### config.mk
export PLATFORM = sky130hd
export DESIGN_NAME = mem_stage_lsu
export DESIGN_NICKNAME = d
export VERILOG_FILES = /design/src/rtl/mem_stage_lsu.sv
export SDC_FILE = /design/constraint.sdc
export NUM_CORES = 1
export LEC_CHECK = 0
export CAP_MARGIN = 10
export CORE_MARGIN = 5
export CORE_UTILIZATION = 43
export CTS_CLUSTER_DIAMETER = 60
export CTS_CLUSTER_SIZE = 24
export DETAILED_ROUTE_END_ITERATION = 6
export PLACE_DENSITY = 0.85
export SYNTH_ARGS = -nofsm -noshare
export SYNTH_HDL_FRONTEND = slang
export SYNTH_SLANG_ARGS = --single-unit
### constraint.sdc
create_clock -name aclk -period 2.8 [get_ports aclk]
set_input_delay 0.56 -clock aclk [delete_from_list [all_inputs] [get_ports aclk]]
set_output_delay 0.56 -clock aclk [all_outputs]
set_load 0.01 [all_outputs]
### src/rtl/mem_stage_lsu.sv
// rtl/mem_stage_lsu.sv - memory-stage load/store unit with AXI4-Lite master; optional store forwarding under LSU_STORE_FWD_EN
module mem_stage_lsu #(
  parameter int XLEN   = 32,
  parameter int ADDR_W = 32
) (
  input  logic                aclk,
  input  logic                aresetn,
  // execute side
  input  logic                ex_valid,
  output logic                ex_ready,
  input  logic                ex_load,
  input  logic                ex_store,
  input  logic [2:0]          ex_funct3,
  input  logic [XLEN-1:0]     ex_alu_result,
  input  logic [XLEN-1:0]     ex_wdata,
  input  logic [4:0]          ex_rd,
  input  logic                ex_regfile_wr_enable,
  input  logic [1:0]          ex_result_src,
  input  logic [ADDR_W-1:0]   ex_instr_addr_plus,
  // writeback side
  output logic [4:0]          mem_rd,
  output logic                mem_regfile_wr_enable,
  output logic [1:0]          mem_result_src,
  output logic [ADDR_W-1:0]   mem_instr_addr_plus,
  output logic [XLEN-1:0]     mem_alu_result,
  output logic                mem_valid,
  output logic [XLEN-1:0]     mem_rd_data,
  output logic                mem_exc,
  output logic [1:0]          mem_exc_cause,
  // AXI4-Lite master
  output logic                awvalid,
  input  logic                awready,
  output logic [ADDR_W-1:0]   awaddr,
  output logic                wvalid,
  input  logic                wready,
  output logic [XLEN-1:0]     wdata,
  output logic [XLEN/8-1:0]   wstrb,
  input  logic                bvalid,
  output logic                bready,
  input  logic [1:0]          bresp,
  output logic                arvalid,
  input  logic                arready,
  output logic [ADDR_W-1:0]   araddr,
  input  logic                rvalid,
  output logic                rready,
  input  logic [XLEN-1:0]     rdata,
  input  logic [1:0]          rresp
);

  localparam int STRB_W = XLEN / 8;
  localparam int OFF_W  = $clog2(STRB_W);

  typedef enum logic [2:0] {
    S_IDLE,
    S_WR,
    S_B,
    S_RD,
    S_R
  } state_t;

  state_t state_q, state_d;

  logic                accept;
  logic                mem_op;
  logic                size_illegal;
  logic                misaligned;
  logic [ADDR_W-1:0]   ex_addr;
  logic [ADDR_W-1:0]   ex_addr_al;
  logic [OFF_W-1:0]    ex_off;
  logic [STRB_W-1:0]   ex_mask;
  logic                fwd_hit;
  logic [XLEN-1:0]     fwd_rdata;
  logic                aw_done;
  logic                w_done;

  logic [ADDR_W-1:0]   bus_addr_q;
  logic [OFF_W-1:0]    off_q;
  logic [2:0]          f3_q;

  // Byte-enable pattern of an access size before lane shifting.
  function automatic logic [STRB_W-1:0] size_mask(input logic [1:0] sz);
    case (sz)
      2'd0:    size_mask = STRB_W'(1);
      2'd1:    size_mask = STRB_W'(3);
      2'd2:    size_mask = STRB_W'(15);
      default: size_mask = '1;
    endcase
  endfunction

  // Right-align the addressed lanes, then sign- or zero-extend by size.
  function automatic logic [XLEN-1:0] load_ext(input logic [XLEN-1:0] d,
                                               input logic [OFF_W-1:0] off,
                                               input logic [2:0]       f3);
    logic [XLEN-1:0] sh;
    logic [XLEN-1:0] keep;
    logic            sgn;
    sh = d >> {off, 3'b000};
    case (f3[1:0])
      2'd0:    begin keep = XLEN'(8'hFF);         sgn = sh[7];      end
      2'd1:    begin keep = XLEN'(16'hFFFF);      sgn = sh[15];     end
      2'd2:    begin keep = XLEN'(32'hFFFF_FFFF); sgn = sh[31];     end
      default: begin keep = '1;                   sgn = sh[XLEN-1]; end
    endcase
    load_ext = (sh & keep) | ({XLEN{sgn & ~f3[2]}} & ~keep);
  endfunction

  assign accept     = ex_valid && (state_q == S_IDLE);
  assign mem_op     = ex_load | ex_store;
  assign ex_addr    = ADDR_W'(ex_alu_result);
  assign ex_addr_al = ex_addr & ~ADDR_W'(STRB_W - 1);
  assign ex_off     = ex_alu_result[OFF_W-1:0];
  assign ex_mask    = size_mask(ex_funct3[1:0]) << ex_off;

  // A doubleword access only exists on a 64-bit datapath.
  assign size_illegal = (XLEN == 32) && (ex_funct3[1:0] == 2'b11);

  // Natural alignment: the low address bits below the access size must be zero.
  always_comb begin
    misaligned = 1'b0;
    case (ex_funct3[1:0])
      2'd1:    misaligned = ex_alu_result[0];
      2'd2:    misaligned = |ex_alu_result[1:0];
      2'd3:    misaligned = |ex_alu_result[2:0];
      default: misaligned = 1'b0;
    endcase
  end

  // A channel counts as finished once its valid has dropped or is handshaking now.
  assign aw_done = !awvalid || awready;
  assign w_done  = !wvalid || wready;

  assign awaddr = bus_addr_q;
  assign araddr = bus_addr_q;

`ifdef LSU_STORE_FWD_EN
  logic                fwd_valid_q;
  logic [ADDR_W-1:0]   fwd_addr_q;
  logic [XLEN-1:0]     fwd_data_q;
  logic [STRB_W-1:0]   fwd_strb_q;

  // Only a load whose every byte was written by the last good store is served locally.
  assign fwd_hit   = fwd_valid_q && (fwd_addr_q == ex_addr_al) &&
                     ((ex_mask & ~fwd_strb_q) == '0);
  assign fwd_rdata = fwd_data_q;

  // Remember the last successful store; a failed one leaves nothing trustworthy.
  always_ff @(posedge aclk or negedge aresetn) begin
    if (!aresetn) begin
      fwd_valid_q <= 1'b0;
      fwd_addr_q  <= '0;
      fwd_data_q  <= '0;
      fwd_strb_q  <= '0;
    end else if (state_q == S_B && bvalid) begin
      if (bresp == 2'b00) begin
        fwd_valid_q <= 1'b1;
        fwd_addr_q  <= bus_addr_q;
        fwd_data_q  <= wdata;
        fwd_strb_q  <= wstrb;
      end else begin
        fwd_valid_q <= 1'b0;
      end
    end
  end
`else
  assign fwd_hit   = 1'b0;
  assign fwd_rdata = '0;
`endif

  // State register.
  always_ff @(posedge aclk or negedge aresetn) begin
    if (!aresetn) begin
      state_q <= S_IDLE;
    end else begin
      state_q <= state_d;
    end
  end

  // Next-state and handshake outputs; bready/rready belong to their wait states only.
  always_comb begin
    state_d  = state_q;
    ex_ready = 1'b0;
    bready   = 1'b0;
    rready   = 1'b0;
    case (state_q)
      S_IDLE: begin
        ex_ready = 1'b1;
        if (accept && mem_op && !size_illegal && !misaligned) begin
          if (ex_store) begin
            state_d = S_WR;
          end else if (!fwd_hit) begin
            state_d = S_RD;
          end
        end
      end
      S_WR: begin
        if (aw_done && w_done) begin
          state_d = S_B;
        end
      end
      S_B: begin
        bready = 1'b1;
        if (bvalid) begin
          state_d = S_IDLE;
        end
      end
      S_RD: begin
        if (arready) begin
          state_d = S_R;
        end
      end
      S_R: begin
        rready = 1'b1;
        if (rvalid) begin
          state_d = S_IDLE;
        end
      end
      default: state_d = S_IDLE;
    endcase
  end

  // Datapath: capture the instruction on acceptance, drive the bus, return the result.
  always_ff @(posedge aclk or negedge aresetn) begin
    if (!aresetn) begin
      mem_rd                <= '0;
      mem_regfile_wr_enable <= 1'b0;
      mem_result_src        <= '0;
      mem_instr_addr_plus   <= '0;
      mem_alu_result        <= '0;
      mem_valid             <= 1'b0;
      mem_rd_data           <= '0;
      mem_exc               <= 1'b0;
      mem_exc_cause         <= '0;
      awvalid               <= 1'b0;
      wvalid                <= 1'b0;
      wdata                 <= '0;
      wstrb                 <= '0;
      arvalid               <= 1'b0;
      bus_addr_q            <= '0;
      off_q                 <= '0;
      f3_q                  <= '0;
    end else begin
      mem_valid <= 1'b0;
      case (state_q)
        S_IDLE: begin
          if (accept) begin
            mem_rd                <= ex_rd;
            mem_regfile_wr_enable <= ex_regfile_wr_enable;
            mem_result_src        <= ex_result_src;
            mem_instr_addr_plus   <= ex_instr_addr_plus;
            mem_alu_result        <= ex_alu_result;
            bus_addr_q            <= ex_addr_al;
            off_q                 <= ex_off;
            f3_q                  <= ex_funct3;
            mem_exc               <= 1'b0;
            mem_exc_cause         <= 2'd0;
            if (!mem_op) begin
              mem_valid <= 1'b1;
            end else if (size_illegal) begin
              mem_valid             <= 1'b1;
              mem_exc               <= 1'b1;
              mem_exc_cause         <= 2'd3;
              mem_regfile_wr_enable <= 1'b0;
            end else if (misaligned) begin
              mem_valid             <= 1'b1;
              mem_exc               <= 1'b1;
              mem_exc_cause         <= ex_store ? 2'd1 : 2'd0;
              mem_regfile_wr_enable <= 1'b0;
            end else if (ex_store) begin
              awvalid <= 1'b1;
              wvalid  <= 1'b1;
              wdata   <= ex_wdata << {ex_off, 3'b000};
              wstrb   <= ex_mask;
            end else if (fwd_hit) begin
              mem_valid   <= 1'b1;
              mem_rd_data <= load_ext(fwd_rdata, ex_off, ex_funct3);
            end else begin
              arvalid <= 1'b1;
            end
          end
        end
        S_WR: begin
          if (awvalid && awready) begin
            awvalid <= 1'b0;
          end
          if (wvalid && wready) begin
            wvalid <= 1'b0;
          end
        end
        S_B: begin
          if (bvalid) begin
            mem_valid <= 1'b1;
            if (bresp != 2'b00) begin
              mem_exc               <= 1'b1;
              mem_exc_cause         <= 2'd2;
              mem_regfile_wr_enable <= 1'b0;
            end
          end
        end
        S_RD: begin
          if (arready) begin
            arvalid <= 1'b0;
          end
        end
        S_R: begin
          if (rvalid) begin
            mem_valid   <= 1'b1;
            mem_rd_data <= load_ext(rdata, off_q, f3_q);
            if (rresp != 2'b00) begin
              mem_exc               <= 1'b1;
              mem_exc_cause         <= 2'd2;
              mem_regfile_wr_enable <= 1'b0;
            end
          end
        end
        default: begin
          awvalid <= 1'b0;
          wvalid  <= 1'b0;
          arvalid <= 1'b0;
        end
      endcase
    end
  end

endmodule

==> results.md, run 1 <==
* CTS Hold Bufs at 0
* Sequential share of the synthesized area at approximately half
* RSZ-0062 raised after global routing: no
* Post-route ant nets at 0
* Yosys cell types at 50
* Hold Path Class: in2async
* Global-route wire length before repair at about 35 mm
* CTS tree: built
* Main flop type after synthesis: dfrtp_1
* Sequential Power Share at 32.1%
* Worst Path Buf+Inv at 2
* Overall routed net length at 22.9 mm
* Via density at 5.15
* Largest net degree at the start of global routing at 67
* # Max-Cap Violations at 0
* Core area at approximately 17000 sq um
* Cell family with most CP delay: buffers and inverters
* Detailed-router iteration count before antenna repair at 5
* Cells after Synth at 659
* Initial cell density of the core at a little over two fifths
* Cell-internal power at 8.37 mW
* Post-CTS Resized at 0
* Sw Pwr at approximately 4.3 mW
* CP max stage cell: dfrtp_1
* DRC viols at 0
* Port bufs at 362
* Std cell rows at 48
* Final setup vio count at 0
* Max frequency at 374 MHz
* Worst Path Arrival at approximately 2.1 ns
* Final Hold Vio Count at 0
* Setup Crit Path Kind: reg2out
* Clk Tree Root Cell: clkbuf_16
* Final WS setup at roughly 0.13 ns
* Total grt overflow at 0
* VDD IR-drop max at 563 uV
* DIE WIDTH at 141 um
* Vias in the first global route at 6231
* Run status: completed
* Initial antenna violation count at 1
* LEAKAGE at 4.75 nW
* Syn avg cell area at 11.3 sq um
* Vias at 6143
* Commonest non-fill, non-tap cell in the layout: clkdlybuf4s50_1
* Power share of the combinational group at between 40% and 50%
* Minimum clock period at 2.67 ns
* Setup WS pre-CTS at 0.371 ns
* Slew HR at between 60% and 70%
* I/O pin count at between 300 and 400
* Clk network pwr share at 18.2%
* Startpoint Class: register
* Share of layout cells above drive strength 1 at 16.4%
* Clock Skews at around 0.011 ns
* Commonest cells after routing, fill and taps aside: clkdlybuf4s50_1 (360), dfrtp_1 (153), mux2_2 (90)
* Synth warnings at 0
* Clock buffer count from CTS at 17
* Clk_lat worst skew at 0.42 ns
* H-tree Lvls at 4
* Overall Global Routing Usage at 22.5%
* Crit path max fanout at 13
* Pwr Density at 1110 nW/um^2
* CTS clk-pin slew, worst paths at ~0.07 ns
* Max-slew violation count at 0
* Fillers at 1340
* Worst-Margin Slew at 0.594 ns
* Postcts setup bufs at 0
* Fin crit share at 95.5%
* Setup TNS at 0 ns
* FF/Latch Area at 3830 sq um
* Max stage delay on crit path at 0.59 ns
* Layout Nets at roughly 1.1k
* Clk sinks at 153
* Area grow syn2layout at 54.0%
* Die ar. at 20000 sq um
* HPWL Detailed at approximately 17 mm
* Wirelength per Cell at 19.2 um
* Post-synth ARST share at 100%
* Flops & latches, synth at between 150 and 200
* CP Cell Sequence: or3b_1 -> inv_1 -> clkdlybuf4s50_1
* DRT iter0 DRCs at 215
* Sw Ratio at 34.0%
* Vert. Die Dim at roughly 140 um
* Crit path capture type: primary output
* Multi-input gate area at 2930 sq um
* Routability cong. at 0.849
* Synth Cell Area at 7430 sq um
* Post-synth EDFFs at 0
* Critical Path RT at 2.24 ns
* Clk buf depth at 2
## power groups by stage
stage	combinational [mW]	sequential [mW]	clock (mW)
6_report	6.31	4.07	2.31
5_1_grt	6.71	4.23	2.46
4_1_cts	6.39	4.07	2.36
3_5_place_dp	6.36	4.09	0
3_3_place_gp	6.24	4.03	0
2_1_floorplan	2.77	4.38	0
## cells by family (layout without fill, tap and decap cells)
group,count (synthesis),after routing,share of synthesized area [%]
simple gates,142,142,8.99
xor+xnor,1,1,0.118
mux,124,124,18.4
compound gates,127,127,11.4
buf+inv,111,415,9.55
flops,153,153,51.5
other cells,1,5,0.0505
## registers in the layout, summed over array words and instances (netlist names)
register               cells
mem_alu_result            32
mem_instr_addr_plus       32
mem_rd_data               32
wdata                     32
mem_rd                     5
wstrb                      4
f3_q                       3
state_q                    3
mem_exc_cause              2
mem_result_src             2
arvalid                    1
awvalid                    1
mem_exc                    1
mem_regfile_wr_enable      1
mem_valid                  1
wvalid                     1
## layer usage
metal	track usage, %	wire length (um)
met1	29.0	9070
met2	36.1	11300
met3	6.98	2040
met4	8.13	529
met5	0	0
## final timing paths
| check | start | to | slack [ns] | depth (start not counted) |
|---|---|---|---|---|
| max | state_q[2] | rready | 0.13 | 3 |
| min | aresetn | mem_instr_addr_plus[23] | 0.09 | 1 |
| max reg2reg | state_q[1] | mem_alu_result[14] | 0.73 | 4 |
| min reg2reg | wdata[13] | wdata[13] | 0.48 | 2 |
| max in group asynchronous | aresetn | mem_instr_addr_plus[7] | 1.90 | 2 |
| min in group aclk | wdata[13] | wdata[13] | 0.48 | 2 |
## metrics by stage
| stage | total power [mW] | instances | area, sq um | utilization [%] | hold slack (ns) |
|---|---|---|---|---|---|
| final | 12.7 | 1192 | 11400 | 66.9 | 0.0905 |
| after floorplan | 7.14 | 662 | 7440 | - | 0.264 |
| after detailed placement | 10.4 | 1159 | 10800 | 63.4 | 0.469 |
| after CTS | 12.8 | 1191 | 11400 | 66.8 | 0.112 |
| after global placement | 10.3 | 1159 | 10800 | 63.4 | 0.462 |
| after global routing | 13.4 | 1192 | 11400 | 66.9 | 0.135 |
## synth_stat cells (3+ instances only)
library cell / instances / area share, %
mux2_2: 90 / 14
buf_2: 21 / 1.4
nor2_1: 37 / 1.9
a211oi_1: 15 / 1.5
clkbuf_1: 15 / 0.76
nand2b_1: 6 / 0.51
nand3_1: 5 / 0.34
buf_1: 3 / 0.15
inv_1: 4 / 0.20
o22a_1: 8 / 0.94
nand2_1: 58 / 2.9
nor2b_1: 18 / 1.5
buf_6: 3 / 0.45
o221a_2: 8 / 1.2
dfrtp_1: 153 / 52
mux2i_1: 32 / 4.3
nor3_1: 3 / 0.20
buf_4: 65 / 6.6
a21oi_1: 40 / 2.7
or2_2: 3 / 0.25
o21ai_0: 29 / 2.0
o31ai_1: 9 / 0.91
## cell type report
| class | instances | area share, % |
|---|---|---|
| Multi-Input combinational cell | 398 | 25.6 |
| Tap cell | 225 | 2.46 |
| Sequential cell | 153 | 33.5 |
| Inverter | 4 | 0.131 |
| Timing Repair Buffer | 379 | 33.2 |
| Clock buffer | 17 | 3.72 |
| Antenna cell | 1 | 0.0219 |
| Clock inverter | 15 | 1.45 |
Note: power is estimated with default switching activity, not from simulation.
==> run 2, diff against run 1 <==
Settings changed: GPL_TIMING_DRIVEN set to 1.
==> results of run 2 <==
No change in the layout: final DEF, timing and power equal those of run 1.
